[config.mk]
export PLATFORM = sky130hd
export DESIGN_NAME = wb_arbiter
export DESIGN_NICKNAME = d
export VERILOG_FILES = /design/src/rtl/wb_arbiter.sv
export SDC_FILE = /design/constraint.sdc
export NUM_CORES = 1
export LEC_CHECK = 0
export ABC_AREA = 1
export ABC_CLOCK_PERIOD_IN_PS = 1900
export BUFFER_PORTS_ARGS = -buffer_cell sky130_fd_sc_hd__buf_2
export CAP_MARGIN = 20
export CORE_AREA = 2 2 130 132
export CTS_CLUSTER_SIZE = 30
export DETAILED_ROUTE_END_ITERATION = 10
export DIE_AREA = 0 0 132 134
export PLACE_DENSITY = 0.54
export SLEW_MARGIN = 30
export SYNTH_ARGS = -nofsm -noshare
export SYNTH_HDL_FRONTEND = slang
export SYNTH_SLANG_ARGS = --single-unit
[constraint.sdc]
create_clock -name clk_i -period 1.9 [get_ports clk_i]
set_clock_uncertainty 0.2 [all_clocks]
set_input_delay 0.38 -clock clk_i [delete_from_list [all_inputs] [get_ports clk_i]]
set_output_delay 0.38 -clock clk_i [all_outputs]
set_load 0.01 [all_outputs]
[src/rtl/wb_arbiter.sv]
// Two-master Wishbone arbiter with round-robin tie-break, bus lock and a
// stalled-strobe watchdog that terminates hung cycles with an error.
module wb_arbiter #(
  parameter int unsigned TIMEOUT = 1024
) (
  input  logic        clk_i,
  input  logic        rst_i,

  input  logic        m0_cyc_i,
  input  logic        m0_stb_i,
  input  logic        m0_we_i,
  input  logic        m0_lock_i,
  input  logic [31:0] m0_addr_i,
  input  logic [31:0] m0_dat_i,
  input  logic [3:0]  m0_sel_i,
  output logic [31:0] m0_dat_o,
  output logic        m0_ack_o,
  output logic        m0_err_o,
  output logic        m0_rty_o,

  input  logic        m1_cyc_i,
  input  logic        m1_stb_i,
  input  logic        m1_we_i,
  input  logic        m1_lock_i,
  input  logic [31:0] m1_addr_i,
  input  logic [31:0] m1_dat_i,
  input  logic [3:0]  m1_sel_i,
  output logic [31:0] m1_dat_o,
  output logic        m1_ack_o,
  output logic        m1_err_o,
  output logic        m1_rty_o,

  output logic        s_cyc_o,
  output logic        s_stb_o,
  output logic        s_we_o,
  output logic [31:0] s_addr_o,
  output logic [31:0] s_dat_o,
  output logic [3:0]  s_sel_o,
  input  logic [31:0] s_dat_i,
  input  logic        s_ack_i,
  input  logic        s_err_i,
  input  logic        s_rty_i,

  output logic [1:0]  gnt_o,
  output logic [7:0]  tmo_cnt_o
);

  localparam logic [1:0] ST_IDLE = 2'd0;
  localparam logic [1:0] ST_BUSY = 2'd1;
  localparam logic [1:0] ST_TMO  = 2'd2;

  localparam logic [15:0] TMO_LAST = 16'(TIMEOUT - 1);

  logic [1:0]  state;
  logic [1:0]  gnt;
  logic        pri;
  logic [15:0] stall_cnt;
  logic [7:0]  tmo_cnt;

  logic        g_cyc;
  logic        g_stb;
  logic        g_we;
  logic        g_lock;
  logic [31:0] g_addr;
  logic [31:0] g_dat;
  logic [3:0]  g_sel;

  logic        busy;
  logic        tmo_cycle;
  logic        owned;
  logic        term;
  logic        release_bus;
  logic        stalled;
  logic        expire;

  // Signals of whichever master currently holds the grant.
  always_comb begin
    if (gnt[1]) begin
      g_cyc  = m1_cyc_i;
      g_stb  = m1_stb_i;
      g_we   = m1_we_i;
      g_lock = m1_lock_i;
      g_addr = m1_addr_i;
      g_dat  = m1_dat_i;
      g_sel  = m1_sel_i;
    end else begin
      g_cyc  = m0_cyc_i;
      g_stb  = m0_stb_i;
      g_we   = m0_we_i;
      g_lock = m0_lock_i;
      g_addr = m0_addr_i;
      g_dat  = m0_dat_i;
      g_sel  = m0_sel_i;
    end
  end

  always_comb begin
    busy        = (state == ST_BUSY);
    tmo_cycle   = (state == ST_TMO);
    owned       = busy | tmo_cycle;
    term        = s_ack_i | s_err_i | s_rty_i;
    release_bus = busy & ~g_cyc & ~g_lock;
    stalled     = busy & g_cyc & g_stb & ~term;
    expire      = stalled & (stall_cnt == TMO_LAST);
  end

  // A slave termination in the last stalled cycle clears stalled, so it
  // always beats the watchdog.
  always_ff @(posedge clk_i) begin
    if (rst_i) begin
      state     <= ST_IDLE;
      gnt       <= 2'b00;
      pri       <= 1'b0;
      stall_cnt <= 16'd0;
      tmo_cnt   <= 8'd0;
    end else begin
      case (state)
        ST_IDLE: begin
          stall_cnt <= 16'd0;
          if (m0_cyc_i && m1_cyc_i) begin
            gnt   <= pri ? 2'b10 : 2'b01;
            state <= ST_BUSY;
          end else if (m0_cyc_i) begin
            gnt   <= 2'b01;
            state <= ST_BUSY;
          end else if (m1_cyc_i) begin
            gnt   <= 2'b10;
            state <= ST_BUSY;
          end
        end
        ST_BUSY: begin
          if (release_bus) begin
            state     <= ST_IDLE;
            gnt       <= 2'b00;
            pri       <= gnt[0];
            stall_cnt <= 16'd0;
          end else if (expire) begin
            state     <= ST_TMO;
            stall_cnt <= 16'd0;
            if (tmo_cnt != 8'hFF) begin
              tmo_cnt <= tmo_cnt + 8'd1;
            end
          end else if (stalled) begin
            stall_cnt <= stall_cnt + 16'd1;
          end else begin
            stall_cnt <= 16'd0;
          end
        end
        ST_TMO: begin
          state     <= ST_IDLE;
          gnt       <= 2'b00;
          pri       <= gnt[0];
          stall_cnt <= 16'd0;
        end
        default: begin
          state     <= ST_IDLE;
          gnt       <= 2'b00;
          stall_cnt <= 16'd0;
        end
      endcase
    end
  end

  // The watchdog cycle keeps address/data steady but withdraws cyc/stb.
  always_comb begin
    s_cyc_o  = busy & g_cyc;
    s_stb_o  = busy & g_stb;
    s_we_o   = owned & g_we;
    s_addr_o = owned ? g_addr : 32'd0;
    s_dat_o  = owned ? g_dat  : 32'd0;
    s_sel_o  = owned ? g_sel  : 4'd0;
  end

  always_comb begin
    m0_dat_o = gnt[0] ? s_dat_i : 32'd0;
    m0_ack_o = busy & gnt[0] & s_ack_i;
    m0_rty_o = busy & gnt[0] & s_rty_i;
    m0_err_o = gnt[0] & ((busy & s_err_i) | tmo_cycle);
    m1_dat_o = gnt[1] ? s_dat_i : 32'd0;
    m1_ack_o = busy & gnt[1] & s_ack_i;
    m1_rty_o = busy & gnt[1] & s_rty_i;
    m1_err_o = gnt[1] & ((busy & s_err_i) | tmo_cycle);
  end

  assign gnt_o     = gnt;
  assign tmo_cnt_o = tmo_cnt;

endmodule

======== After elaboration in Yosys (flattened, before gate mapping) ========
Index checks and enable logic that the tools add are counted.
Widths: inputs -> output; s select.
storage, ports and cells
  flip-flop bits (word level) ............. 29
  bits of input ports ..................... 181
  output and inout port bits .............. 151
  logic and storage cells ................. 75
operators by class
  add/sub/neg operators ................... 2
  equality and inequality tests ........... 7
  mux-type cells .......................... 26
  bitwise logic cells ..................... 27
  reductions and logical operators ........ 8
operators by type and width
  kind                   count
  $mux 32                6
  $mux 2                 10
  $and 1x1->1            17
  $add 16x1->16 const B  1
  $eq 16x10->1 const B   1
  $add 8x1->8 const B    1
  $mux 4                 2
  $ne 8x8->1 const B     1
  $pmux 2 s2             2
  $not 1->1              6
  $reduce_and 2->1       3
  $mux 1                 5
  $reduce_or 5->1        1
  $ne 4x4->1 const B     1
  $or 1x1->1             4
  $reduce_and 4->1       1
  $ne 3x1->1 const B     1
  $eq 2x1->1 const B     1
  $eq 2x2->1 const B     1
  $logic_not 2->1        1
  $ne 2x1->1 const B     1
  $pmux 1 s2             1
  $reduce_bool 2->1      1
  $logic_and 1x1->1      1

======== Depth between registers and ports, before layout ========
  depth after elaboration ................. 8
  depth in mapped cells ................... 10
  mapped depth without buffers ............ 10

======== Least setup slack after synthesis ========
No wires, ideal clock.
  kind .................................... flip-flop to output port
  start point ............................. register state[0]
  end point ............................... output s_addr_o[0]
  data arrival time ....................... 1.248 ns
  data required time ...................... 1.320 ns
  path slack .............................. 0.072 ns
  stages on the path, launching flop included .. 6
  path buffers ............................ 1
  path through ............................ dfxtp_1 -> inv_1 -> ha_1 -> clkbuf_1 -> o21ai_0 -> nor2_1
on the way
  longest elaborated chain between the ends .. 3
  elaborated cells on any way between the ends .. 4
  classes of those cells .................. 2 x eq/ne; 1 x mux; 1 x bitwise
RTL lines
  element                                          RTL line  RTL
  start: declaration                               54        logic [1:0] state;
  start signal: assignment                         111       state <= ST_IDLE;
  start signal: assignment                         122       state <= ST_BUSY;
  start signal: assignment                         125       state <= ST_BUSY;
  $eq 2x1->1 / $eq 2x2->1 (equally long branches)  98, 99
  $or 1x1->1 *                                     100       owned = busy | tmo_cycle;
  $mux 32 *                                        169       s_addr_o = owned ? g_addr : 32'd0;
  end: declaration                                 36        output logic [31:0] s_addr_o,
Mark *: on every way between the ends. The rest lies on a longest branch, timed or not.

======== Final worst setup path ========
  start point ............................. register state[1]
  end point ............................... output s_dat_o[15]
on the way
  longest elaborated chain between the ends .. 3
  elaborated cells on any way between the ends .. 4
  classes of those cells .................. 2 x eq/ne; 1 x mux; 1 x bitwise
RTL lines
  element                                          RTL line  RTL
  $eq 2x1->1 / $eq 2x2->1 (equally long branches)  98, 99
  $or 1x1->1 *                                     100
  $mux 32 *                                        170       s_dat_o = owned ? g_dat : 32'd0;
  end: declaration                                 37        output logic [31:0] s_dat_o,
Marked as above.

==> out/results.tsv <==
stage	metric	value	unit
status	status	complete, but fails checks	
status	failing checks	negative setup slack	
clock_network	CTS tree	done	
route	drt pass-1 iters	6	
timing	Final Critical Period	2.19	ns
worst_hold_path	Min-Delay Endpoint	tmo_cnt_o[2]$_SDFFE_PP0P_	
route	DR vias	5077	
pwr	pwr/cell area	575	nW/µm²
pwr	Net Sw Power	1.45	mW
critical_path	depth of the worst register-to-register path	9	
cells_and_area	final cell count without fillers	1205	
floorplan	IO Count	332	
timing	worst setup margin	-0.288	ns
placement	DP Worst Slack	-0.0688	ns
grt	initial antenna violation count	2	
timing	Slew HR	74.0	%
pwr	Leak	3.81	nW
critical_path	crit path capture type	output port	
floorplan	full die area	17700	µm²
timing	f_max	457	MHz
clock_network	CTS clk-pin slew, worst paths	0.05	ns
grt	Total Routing Usage GR	18.0	%
floorplan	Rows	47	
pwr	Sw Share	40.5	%
cells_and_area	Final nets	1170	
pwr	internal power	2.13	mW
synth	synthesized net count	805	
clock_network	number of CTS-inserted buffers	5	
timing	final worst-path cycle share	115	%
synth	Yosys warning count	0	
cells_and_area	area grow syn2layout	93.6	%
clock_network	cts-stage hold buffer count	0	
timing	Setup-failing EPs final	71	
critical_path	Reg2Reg Launch Point	gnt_o[1]$_SDFFE_PP0P_	
synth	syn avg cell area	5.18	µm²
clock_network	Worst-Skew Late Latency	0.28	ns
cells_and_area	diode count	0	
timing	worst-margin pin slew	0.390	ns
worst_hold_path	HP Class	primary input to flip-flop	
critical_path	cell chain of the critical path	inv_2, ha_4, buf_4, clkbuf_16, o21ai_0, nor2_1, buf_2	
synth	Post-Syn Area	3210	µm²
synth	Post-Syn Instances	619	
cells_and_area	area of the multi-input gates	2400	µm²
cells_and_area	register area	587	µm²
critical_path	Worst Path Required	1.32	ns
route	DRT iter0 DRCs	252	
grt	number of global-route vias before repair	4538	
synth	#FFs+latches synth	29	
timing	TNS Setup	-16.26	ns
clock_network	H-tree levels	2	
grt	largest net degree at the start of global routing	37	
critical_path	Reg2Reg Setup Slack	0.08	ns
clock_network	Max clock buf depth	2	
placement	Placed Instances	1168	
pwr	Worst IR Drop VDD	0.360	mV
critical_path	max incr delay on CP	0.33	ns
route	# DRC	0	
synth	count of cell types in the netlist	30	
route	Antenna Violating Nets Remaining	0	
timing	endpoints failing hold	0	
route	Avg WL per Cell	15.0	µm
timing	max-slew violation count	0	
floorplan	Die Y-Extent	134	µm
critical_path	Crit Path Max Fanout	11	
critical_path	Reg-to-Reg End	stall_cnt[3]$_SDFF_PP0_	
worst_hold_path	cell count of the worst hold path	3	
placement	post-DP HPWL	14100	µm
clock_network	CTS sink count	29	
critical_path	Crit-path slowest cell	dfxtp_2	
worst_hold_path	hold_sp	rst_i	
floorplan	Die X	132	µm
critical_path	crit path kind	flip-flop to output port	
grt	first-pass GRT wire length	25500	µm
route	Via density	4.21	
synth	register area share after synthesis	18.1	%
floorplan	core box area	16300	µm²
pwr	Clk pwr share	23.1	%
flow_run	max_cap viols	0	
critical_path	CP Data Arrival Time	1.61	ns
cells_and_area	share of layout cells above drive strength 1	47.8	%
cells_and_area	fillers	1840	
grt	Remaining Overflow, GRT	0	
floorplan	Initial Utilization	19.7	%
critical_path	CP Launch Type	flip-flop	
timing	RSZ-0062 raised after global routing	yes	
route	drt total wl	18000	µm
clock_network	clock root buffer	clkbuf_16	
placement	Placer Congestion	0.817	
pwr	Gate power share	59.0	%
placement	number of I/O port buffers	331	
pwr	sequential power share	17.9	%
## logic make-up after synthesis
family,synth area share (%)
adder cells (fa/ha/maj),1.95
buffers and inverters,16.7
XOR/XNOR,2.46
flip-flops,18.1
AO/OA/AOI/OAI,15.0
AND/OR/NAND/NOR,45.8
## worst max-delay path: cells and delay by family (launching register included)
kind / cells / cell delay [ns]
and+or+nand+nor: 1 / 0.10
adders and majority gates: 1 / 0.32
AOI/OAI and AO/OA: 1 / 0.09
DFF: 1 / 0.33
buffers and inverters: 4 / 0.49
## flip-flops by register name, summed over array words and instances (netlist names)
name and count:
gnt_o 2, pri 1, stall_cnt 16, state 2, tmo_cnt_o 8
## cells in the mapped netlist
library cell	number	area (µm²)
nand4_1	8	50.1
nand3_4	1	17.5
or2_2	1	6.26
xor2_1	5	43.8
and3_1	1	6.26
nor2_4	1	11.3
nand2_2	5	31.3
buf_6	4	45.0
a21oi_2	3	26.3
o21ai_0	71	355
inv_1	99	372
o31ai_1	1	7.51
inv_4	1	6.26
nand4_2	1	12.5
dfxtp_1	29	581
nor2_8	1	20.0
nor2_2	6	37.5
a21oi_1	15	75.1
xnor2_1	4	35.0
nor2_1	171	642
nand2_1	122	458
nor3_1	9	45.0
nor3b_1	2	15.0
a22oi_1	1	7.51
clkbuf_2	1	5.00
clkbuf_1	29	109
nand3_1	19	95.1
o21ai_2	1	8.76
ha_1	5	62.6
nand3_2	2	20.0
## per-stage QoR
step	utilization [%]	hold WS, ns	area, µm²	power [mW]
after global routing	38.1	0.259	6210	3.79
after floorplan	-	0.227	3210	1.43
after detailed placement	32.4	0.253	5280	2.26
final	38.1	0.249	6210	3.57
after global placement	32.4	0.245	5280	2.27
after CTS	35.2	0.250	5730	3.29
## placed cells by master, fill, tap and decap left out, drive strengths merged
master and count:
nor2 179, ha 5, inv 100, or2 1
o31ai 1, clkbuf 12, clkinv 2, a22oi 1
nor3b 2, o21ai 72, a21oi 18, nand4 9
nand3 23, and3 1, xnor2 4, xor2 5
buf 385, dfxtp 29, nor3 9, nand2 127
## power by group through the flow
stage / Sequential (mW) / Clock, mW / Combinational (mW)
floorplan: 0.644 / 0 / 0.787
global placement: 0.652 / 0 / 1.62
detailed placement: 0.651 / 0 / 1.61
CTS: 0.640 / 0.847 / 1.80
global route: 0.640 / 0.873 / 2.28
finish: 0.639 / 0.826 / 2.11
## metal layers
metal	global-route usage, %	up-vias	share of wire, %
met5	0	-	0.072
met1	25.3	2225	46
met2	28.7	208	46
met3	4.23	15	7.5
met4	2.29	2	0.78
li1	-	2627	-
## area by class of cell
type,count,area share (%)
clock buffers,7,2.46
clock inverters,1,0.0806
inverters,100,6.33
multi-input cells,457,38.7
flip-flops and latches,29,9.45
well taps,220,4.43
repair buffers,390,38.4
repair inverters,1,0.141
## worst max-delay path by stage
stage	start	to	slack (ns)	depth (start not counted)
floorplan	state[0]$_SDFFE_PP0P_	s_addr_o[0]	0.07	5
global placement	state[1]$_SDFFE_PP0P_	s_addr_o[17]	-0.06	7
detailed placement	state[1]$_SDFFE_PP0P_	s_dat_o[6]	-0.07	6
CTS	state[0]$_SDFFE_PP0P_	s_dat_o[2]	-0.25	7
global route	state[1]$_SDFFE_PP0P_	s_addr_o[10]	-0.34	7
finish	state[1]$_SDFFE_PP0P_	s_dat_o[15]	-0.29	7
## repair_timing
item                                    CTS  global route
setup buffers                            10            15
pin swaps                                17            35
cloned                                    1             8
endpoints found under the setup margin   79           123
gates resized for setup                  64            75
Note: power is estimated with default switching activity, not from simulation.
